`src/rtl/cpu_mem_bridge.sv`:
```
// Data-side bridge for the CPU memory stage: RAM port plus an I/O window holding a
// result FIFO to the host, an operand mailbox from the host, and status/control registers.
module cpu_mem_bridge #(
    parameter int unsigned RAM_AW     = 10,
    parameter int unsigned FIFO_DEPTH = 8,
    parameter logic [31:0] IO_BASE    = 32'h0000_1000
) (
    input  logic              clk,
    input  logic              reset,
    input  logic              MemWrite,
    input  logic [31:0]       ALUResult,
    input  logic [31:0]       WriteData,
    output logic [31:0]       ReadData,
    output logic              ram_we,
    output logic [RAM_AW-1:0] ram_addr,
    output logic [31:0]       ram_wdata,
    input  logic [31:0]       ram_rdata,
    output logic              out_valid,
    output logic [31:0]       out_data,
    input  logic              out_ready,
    input  logic              in_valid,
    input  logic [31:0]       in_data,
    output logic              in_ready
);

    localparam int unsigned PTR_W = $clog2(FIFO_DEPTH);
    localparam int unsigned CNT_W = PTR_W + 1;

    localparam logic [9:0] OFF_OUT    = 10'd0;
    localparam logic [9:0] OFF_STATUS = 10'd1;
    localparam logic [9:0] OFF_IN     = 10'd2;
    localparam logic [9:0] OFF_CTRL   = 10'd3;

    logic [31:0]      fifoMem [FIFO_DEPTH];
    logic [PTR_W-1:0] wrPtr;
    logic [PTR_W-1:0] rdPtr;
    logic [CNT_W-1:0] count;
    logic             overflow;
    logic             mboxValid;
    logic [31:0]      mboxData;

    logic       ioSel;
    logic [9:0] offset;
    logic       fifoFull;
    logic       fifoEmpty;
    logic       pushReq;
    logic       popReq;
    logic       pushAccept;
    logic       overflowSet;
    logic       ctrlWrite;
    logic       unusedAddrLsb;

    assign ioSel         = (ALUResult[31:12] == IO_BASE[31:12]);
    assign offset        = ALUResult[11:2];
    assign unusedAddrLsb = ^ALUResult[1:0];

    assign ram_addr  = ALUResult[RAM_AW+1:2];
    assign ram_wdata = WriteData;
    assign ram_we    = MemWrite & ~ioSel;

    assign fifoEmpty   = (count == '0);
    assign fifoFull    = (count == CNT_W'(FIFO_DEPTH));
    assign pushReq     = MemWrite & ioSel & (offset == OFF_OUT);
    assign popReq      = out_valid & out_ready;
    // A push into a full FIFO still lands if the head leaves in the same cycle.
    assign pushAccept  = pushReq & (~fifoFull | popReq);
    assign overflowSet = pushReq & fifoFull & ~popReq;
    assign ctrlWrite   = MemWrite & ioSel & (offset == OFF_CTRL);

    assign out_valid = ~fifoEmpty;
    assign out_data  = fifoMem[rdPtr];
    assign in_ready  = ~mboxValid;

    always_comb begin
        ReadData = ram_rdata;
        if (ioSel) begin
            ReadData = '0;
            case (offset)
                OFF_STATUS: ReadData = {16'h0000, 8'(count), 4'h0,
                                        mboxValid, overflow, fifoFull, fifoEmpty};
                OFF_IN:     ReadData = mboxData;
                default:    ReadData = '0;
            endcase
        end
    end

    always_ff @(posedge clk or negedge reset) begin
        if (!reset) begin
            wrPtr <= '0;
            rdPtr <= '0;
            count <= '0;
            for (int i = 0; i < int'(FIFO_DEPTH); i++) begin
                fifoMem[i] <= '0;
            end
        end else begin
            if (pushAccept) begin
                fifoMem[wrPtr] <= WriteData;
                wrPtr          <= wrPtr + PTR_W'(1);
            end
            if (popReq) begin
                rdPtr <= rdPtr + PTR_W'(1);
            end
            if (pushAccept && !popReq) begin
                count <= count + CNT_W'(1);
            end else if (!pushAccept && popReq) begin
                count <= count - CNT_W'(1);
            end
        end
    end

    // Sticky overflow: a drop in the same cycle as a clear keeps the flag set.
    always_ff @(posedge clk or negedge reset) begin
        if (!reset) begin
            overflow <= 1'b0;
        end else if (overflowSet) begin
            overflow <= 1'b1;
        end else if (ctrlWrite && WriteData[0]) begin
            overflow <= 1'b0;
        end
    end

    always_ff @(posedge clk or negedge reset) begin
        if (!reset) begin
            mboxValid <= 1'b0;
            mboxData  <= '0;
        end else if (in_valid && !mboxValid) begin
            mboxValid <= 1'b1;
            mboxData  <= in_data;
        end else if (ctrlWrite && WriteData[1]) begin
            mboxValid <= 1'b0;
        end
    end

endmodule
```
`config.mk`:
```
export PLATFORM = sky130hd
export DESIGN_NAME = cpu_mem_bridge
export DESIGN_NICKNAME = d
export VERILOG_FILES = /design/src/rtl/cpu_mem_bridge.sv
export SDC_FILE = /design/constraint.sdc
export NUM_CORES = 1
export LEC_CHECK = 0
export CORE_ASPECT_RATIO = 1.75
export CORE_MARGIN = 1
export CORE_UTILIZATION = 45
export CTS_CLUSTER_DIAMETER = 200
export CTS_CLUSTER_SIZE = 40
export DETAILED_ROUTE_END_ITERATION = 8
export HOLD_SLACK_MARGIN = 0.03
export MAX_ROUTING_LAYER = met4
export PLACE_DENSITY = 0.7
export SLEW_MARGIN = 10
export SYNTH_ARGS = -nofsm -noshare
export SYNTH_HDL_FRONTEND = slang
export SYNTH_SLANG_ARGS = --single-unit
```
`constraint.sdc`:
```
create_clock -name clk -period 2.95 [get_ports clk]
set_input_delay 0.295 -clock clk [delete_from_list [all_inputs] [get_ports clk]]
set_output_delay 0.295 -clock clk [all_outputs]
set_load 0.005 [all_outputs]
```
==> run_results.csv, run 1 <==
group,metric,value,unit
outcome,status,"finished, violations left",
outcome,violations,"design-rule violations",
placement,placed_area,0.01760,sq mm
route,vias,8608,
route,drc,4,
sta,slew_headroom,63.23,%
finish,drive_gt1_share,42.14,%
yosys,synthArstFlopShare,100.0,%
sta,post-route-period-util,98.88,%
yosys,ys_types,39,
sta,hold_viol,0,
global_route,grt_max_degree,66,
sta,rsz0062_at_grt,"yes",
pwr,power,6.604,mW
worst_setup_path,path_cells,"clkdlybuf4s50_1, or4_4, nor4_4, buf_4, nand3_1, o211ai_1, clkdlybuf4s50_1",
job,drv_cap,0,
yosys,synth_commonest_cells,"dfrtp_1 (300), mux2_2 (220), mux2_4 (90), mux4_2 (64), buf_4 (50)",
route,first_pass_iters,9,
worst_setup_path,worstPathMaxFanout,8,
route,drt_wl_total,34550,um
yosys,synth_fa_ha_area_share,0.5596,%
worst_setup_path,cp_common_cell,"clkdlybuf4s50_1",
finish,final_area,0.01830,sq mm
floorplanning,ios,242,
pwr,p_leak,8.561,nW
clock_network,cts_buffers,11,
yosys,synth_nets,1062,
clock_network,clk_pin_slew,0.14,ns
yosys,synth_top_family_by_area,"multiplexers",
sta,maxSlewViolCount,0,
worst_setup_path,cpMaxStageDelayCell,"or4_4",
worst_setup_path,start_kind,"input pin",
yosys,yosys_most_used_dff,"dfrtp_1",
yosys,synth-simple-area-share,3.595,%
sta,hold_ws,0.3300,ns
yosys,syn_area,0.01476,sq mm
sta,max_clock_freq,342.8,MHz
pwr,powerDensity,360.9,mW/mm^2
placement,hpwl,22400,um
clock_network,cts_buffer_depth,3,
global_route,grt-ovfl-total,0,
yosys,yosys.area.top_type,"dfrtp_1",
yosys,yosysMostFrequentCell,"dfrtp_1",
yosys,yosysTopAreaCellShare,50.87,%
finish,area_growth,24.00,%
floorplanning,core,0.03222,sq mm
placement,gp_congestion,0.8477,
finish,finalNetCount,1289,
worst_setup_path,endpoint_kind,"primary output",
worst_setup_path,arrival,2.62,ns
sta,fin_crit,2.917,ns
yosys,synth_compound_area_share,2.628,%
worst_hold_path,worstHoldPathType,"input pin to asynchronous set/reset pin",
pwr,ir_drop,0.3813,mV
global_route,grt_use_total,21.31,%
worst_setup_path,r2r_cells,9,
floorplanning,initial_core_util,45.80,%
yosys,synth-xor-area-share,0.4154,%
yosys,synth_edf_count,0,
yosys,synthCells,923,
floorplanning,die_w,138.9,um
worst_setup_path,worst_ep_required_time,2.65,ns
yosys,avgSynthCellArea,15.99,sq um
clock_network,cts_sinks,300,
worst_setup_path,worstSetupPathType,"input pin to primary output",
sta,tightest_slew,0.5516,ns
yosys,synth.area.top_cells,"dfrtp_1 (51%), mux2_2 (17%), mux4_2 (9.8%), mux2_4 (9.2%), buf_4 (2.5%)",
route,drtIter0Drc,315,
floorplanning,fp.dieArea,0.03355,sq mm
yosys,ys_warn_count,0,
sta,clock_skew,0.03080,ns
finish,diodes,0,
worst_setup_path,critPathMaxStageDelay,0.64,ns
placement,placed_cells,1514,
clock_network,htreeDepth,1,
sta,setup_viol,0,
yosys,synth_seq_cells,300,
clock_network,clk_latency,0.50,ns
yosys,synthMuxAreaShare,36.77,%
yosys,yosysSeqAreaShare,50.87,%
route,vias_per_cell,5.550,
route,ant_nets,0,
global_route,grt_pass1_wl,54580,um
clock_network,clockRootBuffer,"clkbuf_16",
global_route,antenna_found_initial,0,
finish,fin_cells,1551,
route,wire_per_inst,22.28,um
placement,port_buffers,239,
floorplanning,rows,87,
floorplanning,die_h,241.6,um
clock_network,cts_tree,"yes",
global_route,grt_pass1_vias,9555,
## state kept, by name, summed over array words and instances, names as in the netlist
name	count
mboxData	32
wrPtr	3
fifoMem	256
mboxValid	1
overflow	1
rdPtr	3
count	4
## final timing paths
path / start / end / slack (ns)
max: ALUResult[31] / ReadData[3] / 0.03
max reg2reg: count[3]$_DFFE_PN0P_ / count[3]$_DFFE_PN0P_ / 0.35
min: reset / fifoMem[245]$_DFFE_PN0P_ / 0.33
min reg2reg: fifoMem[1]$_DFFE_PN0P_ / fifoMem[1]$_DFFE_PN0P_ / 0.50
min in group clk: ALUResult[7] / overflow$_DFFE_PN0P_ / 0.38
max in group asynchronous: reset / fifoMem[143]$_DFFE_PN0P_ / 1.85
## critical path, delay by kind of cell
family / cells / cell delay [ns]
buffers and inverters: 3 / 1.19
AND/OR/NAND/NOR: 3 / 1.03
AO/OA/AOI/OAI: 1 / 0.11
## metal layers
layer | share of wire [%] | wire (um) | vias up | GRT usage [%]
li1 | - | - | 3857 | -
met1 | 41 | 14110 | 4573 | 26.18
met2 | 54 | 18610 | 142 | 38.12
met3 | 2.9 | 1018 | 36 | 2.218
met4 | 2.4 | 823 | 0 | 3.889
met5 | 0 | 0 | - | -
## what timing repair did
item,4_1_cts,5_1_grt
cloned,1,5
setup endpoints to repair,52,39
pin swaps,5,3
endpoints found under the hold margin,60,0
gates resized for setup,22,29
hold buffers,1,0
setup buffers,3,13
## cells in the final DEF, fill, tap and decap left out, types with 2 or more instances in the layout
cell / count
nor2_1: 5
clkdlybuf4s50_1: 203
nand3_1: 19
mux4_2: 64
o21ai_0: 10
buf_16: 3
inv_1: 5
mux2_1: 13
ha_1: 5
dfrtp_4: 2
dfrtp_1: 297
a22o_1: 24
nor4_4: 11
buf_4: 47
nand2b_1: 3
clkbuf_16: 15
buf_12: 21
mux2_4: 90
clkbuf_1: 2
nand2_1: 4
dlygate4sd2_1: 10
o41ai_1: 2
o2111ai_1: 6
o211ai_1: 5
mux2_2: 220
xnor2_1: 7
nand4_1: 4
nor4_1: 6
buf_8: 3
dlymetal6s2s_1: 25
or4_4: 3
## layout make-up
type	instances	area, sq um
clock inverters	1	20.02
clock buffers	13	282.8
inverters	5	18.77
well taps	400	500.5
repair buffers	318	3455
multi-input cells	514	6507
fillers	2576	13920
flip-flops and latches	300	7516
## kinds of logic (layout without fill, tap and decap cells)
group           after synthesis  count (layout)
simple gates                 63              63
flops                       300             300
fa+ha+maj                     6               6
compound gates               50              50
xor+xnor                      7               7
buf+inv                     109             337
mux                         388             388
## where the power goes
part	total (mW)	internal [mW]	switching, mW
Clock	1.95	0.713	1.23
Combinational	0.510	0.288	0.222
Sequential	4.15	4.13	0.0133
Total	6.60	5.13	1.47
## per-stage QoR
stage	setup slack, ns	setup TNS, ns	utilization, %
floorplan	0.2013	0	-
global route	-0.03429	-0.03446	56.80
CTS	0.00007172	0	55.84
global placement	-0.2700	-16.47	54.64
detailed placement	-0.1952	-10.65	54.64
finish	0.03295	0	56.80
No activity file was read; power rests on OpenSTA's default activity.
==> run 2: changes to the inputs <==
--- a/config.mk
+++ b/config.mk
@@ -11,6 +11,7 @@
 export CTS_CLUSTER_DIAMETER = 200
 export CTS_CLUSTER_SIZE = 40
 export DETAILED_ROUTE_END_ITERATION = 8
+export GPL_TIMING_DRIVEN = 0
 export HOLD_SLACK_MARGIN = 0.03
 export MAX_ROUTING_LAYER = met4
 export PLACE_DENSITY = 0.7
==> run 2 against run 1 <==
  * The run still ends with design-rule violations left
  * Clock skew decreased by 0.0060 ns
  * Global-route usage grew 0.28 points
  * Sequential cell count did not move
  * Hold slack worse by 0.060 ns
  * Cell count is 2.9% higher
  * Combinational power increased by 5.7%
  * Sequential share of layout area decreased by 0.42 points
  * Power rose by 0.22%
  * Critical path depth is 2 lower
  * Sequential power is essentially flat
  * Critical path type is now flop to primary output
  * Critical endpoint is now out_data[23]
==> run_results.csv, run 2 (synthesized netlist as in run 1, its figures left out) <==
group,metric,value,unit
outcome,status,"finished, violations left",
outcome,violations,"design-rule violations",
finish,num-fill-cells,2609,
finish,drive_gt1_share,44.82,%
sta,maxSlewViolCount,0,
worst_setup_path,worst_ep_required_time,2.65,ns
pwr,p_clk_share,29.2,%
finish,area_growth,25.21,%
finish,top_register,"fifoMem",
worst_setup_path,worstSetupPathType,"flop to primary output",
pwr,powerDensity,358.2,mW/mm^2
route,route.met3.wl,872,um
clock_network,cts_buffer_depth,3,
floorplanning,rows,87,
clock_network,cts_sinks,300,
sta,slew_headroom,48.24,%
finish,reg.largest.list,"fifoMem (256), mboxData (32), count (4)",
route,drtIter0Drc,357,
sta,post-route-period-util,98.00,%
finish,final_core_util,57.35,%
job,drv_cap,0,
sta,hold_ws,0.2695,ns
worst_hold_path,hold_depth,5,
placement,hpwl,23600,um
worst_setup_path,endpoint_kind,"primary output",
global_route,antenna_found_initial,0,
route,vias,8757,
worst_setup_path,reg2reg_from,"count[1]$_DFFE_PN0P_",
clock_network,cts_tree,"yes",
route,ant_nets,0,
finish,largest_reg_flops,256,
floorplanning,fp.dieArea,0.03355,sq mm
route,drc,7,
sta,rsz0062_at_grt,"yes",
pwr,p_comb_share,8.1,%
worst_setup_path,r2r_cells,11,
route,wl_met1,13970,um
finish,diodes,0,
finish,finalNetCount,1336,
worst_setup_path,start_kind,"flop",
worst_hold_path,worstHoldPathType,"input pin to flop",
worst_setup_path,arrival,2.60,ns
clock_network,clockRootBuffer,"clkbuf_16",
pwr,switching_share,22.23,%
pwr,p_int,5.147,mW
pwr,p_leak,8.723,nW
floorplanning,die_w,138.9,um
floorplanning,die_h,241.6,um
route,first_pass_iters,8,
route,wire_per_inst,21.57,um
global_route,grt_pass1_vias,9588,
clock_network,cts_buffers,11,
global_route,grt-ovfl-total,0,
placement,port_buffers,239,
pwr,ir_drop,0.3307,mV
global_route,grt_use_total,21.58,%
finish,final_common_cell,"dfrtp_1",
sta,fin_crit,2.891,ns
sta,hold_viol,0,
worst_setup_path,cp-startpoint,"rdPtr[0]$_DFFE_PN0P_",
placement,gp_congestion,0.8623,
worst_setup_path,r2r_setup_slack,0.17,ns
worst_hold_path,hold_end,"overflow$_DFFE_PN0P_",
worst_hold_path,hp-start,"ALUResult[8]",
route,wl_met2,18910,um
route,drt_wl_total,34420,um
floorplanning,core,0.03222,sq mm
clock_network,htreeDepth,1,
sta,tightest_slew,0.7764,ns
pwr,p_seq_share,62.7,%
route,highest_layer,"met4",
pwr,switchingPower,1.471,mW
sta,setup_viol,0,
floorplanning,ios,242,
finish,layout_common_cells,"dfrtp_1 (297), mux2_2 (220), clkdlybuf4s50_1 (196), mux2_4 (90), buf_4 (68)",
clock_network,clk_latency,0.50,ns
sta,clock_skew,0.02484,ns
pwr,power,6.619,mW
route,vias_per_cell,5.487,
sta,max_clock_freq,345.9,MHz
worst_setup_path,r2r_end,"count[3]$_DFFE_PN0P_",
worst_setup_path,worstPathMaxFanout,10,
global_route,grt_pass1_wl,54590,um
global_route,grt_max_degree,107,
floorplanning,initial_core_util,45.80,%
clock_network,clk_pin_slew,0.15,ns
## run 2: cell types whose count changed in the layout (fill, tap and decap cells not counted), moves of 4 or more
cell / before / now
buf_4: 47 / 68
buf_6: 1 / 20
buf_12: 21 / 5
dlygate4sd2_1: 10 / 24
dlymetal6s2s_1: 25 / 17
clkdlybuf4s50_1: 203 / 196
buf_2: 0 / 6
clkbuf_4: 0 / 6
clkbuf_2: 0 / 5
nor4_1: 6 / 2
## run 2: power by group through the flow
stage               Sequential [mW]  Combinational (mW)  Clock (mW)
floorplan                      4.22               0.112           0
global placement               4.23               0.537           0
detailed placement             4.22               0.553           0
CTS                            4.15               0.546        2.01
global route                   4.15               0.588        2.13
finish                         4.15               0.539        1.93
## run 2: metal layers
layer | up-vias | global-route usage (%)
met5 | - | -
met4 | 0 | 4.804
met3 | 34 | 2.000
met2 | 147 | 38.80
met1 | 4636 | 26.17
li1 | 3940 | -
## run 2: critical path: stages (launching register included)
cell and delay, ns:
dfrtp_2 0.46, clkbuf_16 0.21, buf_12 0.17, mux4_2 0.53, mux2_2 0.28, clkdlybuf4s50_1 0.45
## run 2: cell type report
type | instances | area (sq um) | area share [%]
well taps | 400 | 500.5 | 2.708
clock buffers | 11 | 275.3 | 1.490
flip-flops and latches | 300 | 7511 | 40.65
multi-input cells | 514 | 6559 | 35.49
plain buffers | 102 | 907.1 | 4.909
clock inverters | 1 | 20.02 | 0.1083
repair buffers | 263 | 2688 | 14.54
inverters | 5 | 18.77 | 0.1016
## run 2: worst max path at each step
stage / end
after global routing: out_data[23]
after CTS: ReadData[13]
after global placement: fifoMem[101]$_DFFE_PN0P_
final: out_data[23]
after floorplan: count[3]$_DFFE_PN0P_
after detailed placement: count[3]$_DFFE_PN0P_
## run 2: timing repair
action,in CTS,in global routing
gates cloned,1,4
hold buffers,1,0
endpoints found under the hold margin,100,0
buffers inserted,7,9
pin swaps,4,5
setup endpoints to repair,66,45
resized for setup,85,43
## run 2: metrics by stage
stage | setup slack, ns | cell area (sq um) | cells | setup TNS [ns]
floorplan | 0.2013 | 14760 | 923 | 0
global placement | -11.31 | 17650 | 1562 | -3427.93
detailed placement | -0.5633 | 17710 | 1564 | -59.84
CTS | -0.1179 | 18200 | 1583 | -0.1203
global route | -0.02525 | 18480 | 1596 | -0.06501
finish | 0.05887 | 18480 | 1596 | 0
==> run 3: changes to the inputs <==
--- a/config.mk
+++ b/config.mk
@@ -9,7 +9,6 @@
 export CORE_MARGIN = 1
 export CORE_UTILIZATION = 45
 export CTS_CLUSTER_DIAMETER = 200
-export CTS_CLUSTER_SIZE = 40
 export DETAILED_ROUTE_END_ITERATION = 8
 export GPL_TIMING_DRIVEN = 0
 export HOLD_SLACK_MARGIN = 0.03
==> constraint.sdc (replaced) <==
create_clock -name clk -period 2.95 [get_ports clk]
set_input_delay 0.295 -clock clk [delete_from_list [all_inputs] [get_ports clk]]
set_output_delay 0.295 -clock clk [all_outputs]
set_load 0.01 [all_outputs]
==> run 3 against run 2 <==
  * The run still ends with design-rule violations left
  * Hold slack better by 0.035 ns
  * Sequential cell count unchanged
  * Clock skew down 0.013 ns
  * Register-to-register slack better by 0.03 ns
  * Utilization up 1.6 points
  * Maximum frequency up 0.29%
  * Power up 26%
  * Sequential share of layout area down 1.1 points
  * Largest power group unchanged
  * Wire length up 1.2%
  * Cell count up 1.6%
  * Highest routed layer unchanged
==> run_results.csv, run 3 (synthesized netlist as in run 1, its figures left out) <==
group,metric,value,unit
global_route,grt_pass1_wl,55880,um
worst_setup_path,arrival,2.59,ns
finish,area_growth,28.67,%
finish,top_register,"fifoMem",
route,vias_per_cell,5.447,
route,first_pass_iters,8,
worst_setup_path,start_kind,"flop",
worst_setup_path,worstPathMaxFanout,10,
placement,hpwl,23600,um
sta,tightest_slew,0.7787,ns
pwr,powerDensity,440.3,mW/mm^2
route,drtIter0Drc,402,
worst_setup_path,cpMaxStageDelayCell,"mux4_2",
worst_setup_path,critPathMaxStageDelay,0.51,ns
sta,max_clock_freq,346.9,MHz
sta,fin_crit,2.883,ns
route,drt_wl_total,34820,um
global_route,grt_use_total,22.12,%
global_route,grt_pass1_vias,9843,
worst_setup_path,worst_ep_required_time,2.65,ns
placement,port_buffers,239,
finish,finalNetCount,1339,
global_route,grt_max_degree,107,
sta,finalSetupTns,0,ns
outcome,status,"finished, violations left",
sta,setup_viol,0,
worst_setup_path,reg2reg_from,"count[1]$_DFFE_PN0P_",
floorplanning,initial_core_util,45.80,%
placement,gp_congestion,0.8623,
clock_network,cts_sinks,300,
worst_hold_path,hp-start,"ALUResult[5]",
worst_hold_path,hold_end,"overflow$_DFFE_PN0P_",
clock_network,clockRootBuffer,"clkbuf_16",
worst_setup_path,critical-path-top-delay-family,"buffers and inverters",
route,drc,7,
sta,hold_viol,0,
worst_setup_path,worstSetupPathType,"flop to primary output",
sta,post-route-period-util,97.72,%
route,vias,8835,
finish,final_common_cell,"dfrtp_1",
sta,maxSlewViolCount,0,
clock_network,cts_buffer_depth,3,
sta,slew_headroom,48.09,%
pwr,power,8.361,mW
worst_setup_path,critical_path_buf_inv_count,3,
job,drv_cap,0,
pwr,ir_drop,0.4335,mV
worst_setup_path,endpoint_kind,"primary output",
worst_hold_path,hold_depth,5,
finish,reg.largest.list,"fifoMem (256), mboxData (32), count (4)",
worst_setup_path,r2r_setup_slack,0.20,ns
pwr,p_leak,9.275,nW
finish,layout_common_cells,"dfrtp_1 (298), mux2_2 (220), clkdlybuf4s50_1 (176), mux2_4 (90), mux4_2 (64)",
finish,drive_gt1_share,45.09,%
clock_network,cts_tree,"yes",
finish,fin_cells,1622,
global_route,antenna_found_initial,0,
floorplanning,ios,242,
finish,diodes,0,
floorplanning,die_h,241.6,um
floorplanning,fp.dieArea,0.03355,sq mm
outcome,violations,"design-rule violations",
clock_network,htreeDepth,1,
worst_setup_path,path_cells,"clkbuf_16, buf_12, mux4_2, mux2_2, clkdlybuf4s50_1",
floorplanning,die_w,138.9,um
worst_hold_path,worstHoldPathType,"input pin to flop",
route,ant_nets,0,
sta,clock_skew,0.01151,ns
placement,placed_cells,1564,
finish,largest_reg_flops,256,
floorplanning,rows,87,
clock_network,clk_pin_slew,0.06,ns
floorplanning,core,0.03222,sq mm
route,wire_per_inst,21.47,um
clock_network,clk_latency,0.56,ns
clock_network,cts_buffers,28,
worst_setup_path,r2r_end,"count[3]$_DFFE_PN0P_",
worst_setup_path,r2r_cells,11,
global_route,grt-ovfl-total,0,
-- run 3: cell count changes in the layout (fill, tap and decap cells not counted), moves of 5 or more --
cell,previous run,this run
dlymetal6s2s_1,17,30
clkinv_2,0,5
clkbuf_16,15,29
dlygate4sd2_1,24,31
clkdlybuf4s50_1,196,176
buf_4,68,59
clkbuf_8,1,14
clkbuf_1,5,12
clkbuf_4,6,1
-- run 3: worst max path at each step --
stage                         start                        to  cells past startpoint  slack, ns
2_1_floorplan         ALUResult[26]      count[3]$_DFFE_PN0P_                     11       0.20
3_3_place_gp                  reset  fifoMem[101]$_DFFE_PN0P_                      1     -11.31
3_5_place_dp          ALUResult[10]      count[3]$_DFFE_PN0P_                     12      -0.56
4_1_cts        rdPtr[1]$_DFFE_PN0P_              out_data[11]                      5     0.0002
5_1_grt        rdPtr[0]$_DFFE_PN0P_              out_data[20]                      5     -0.002
6_report       rdPtr[0]$_DFFE_PN0P_              out_data[20]                      5       0.07
-- run 3: stage by stage --
stage	hold slack, ns	utilization [%]	area, sq um	setup WS [ns]
floorplan	-0.0005911	-	14760	0.2013
global placement	0.4635	54.78	17650	-11.31
detailed placement	0.3853	54.97	17710	-0.5633
CTS	0.3264	58.49	18850	0.0002327
global route	0.3341	58.94	18990	-0.002296
finish	0.3049	58.94	18990	0.06733
-- run 3: final cells by class --
class	count	area, sq um
sequential	300	7510
fill	2548	13230
multi-input combinational	514	6548
clock buffer	44	860.8
inverter	5	18.77
tap	400	500.5
timing repair buffer	249	2559
buffer	102	914.6
clock inverter	8	78.83
-- run 3: worst reg2reg max path: cells and delay by family (launching register included) --
kind	cells	cell delay [ns]
AND/OR/NAND/NOR	3	0.75
buffers and inverters	2	0.30
flip-flops	1	0.45
AO/OA/AOI/OAI	2	0.35
XOR/XNOR	1	0.13
multiplexers	1	0.24
adder cells (fa/ha/maj)	2	0.44
-- run 3: what timing repair did --
action,4_1_cts,5_1_grt
resized for setup,90,49
setup endpoints to repair,65,56
hold buffers,1,0
endpoints found under the hold margin,100,0
setup buffers,6,1
pin swaps,3,3
-- run 3: per-layer routing --
layer / wire [um] / vias up / track usage [%] / part of all wire, %
met5: 0 / - / - / 0
li1: - / 3972 / - / -
met2: 18930 / 168 / 39.45 / 54
met1: 14060 / 4655 / 26.38 / 40
met3: 1147 / 40 / 2.535 / 3.3
met4: 683 / 0 / 5.850 / 2.0
-- run 3: power breakdown --
group	total [mW]	switching [mW]	leakage (nW)	internal, mW
registers	4.15	0.0122	4.14	4.14
logic	0.557	0.249	4.67	0.307
clock network	3.66	1.57	0.465	2.09
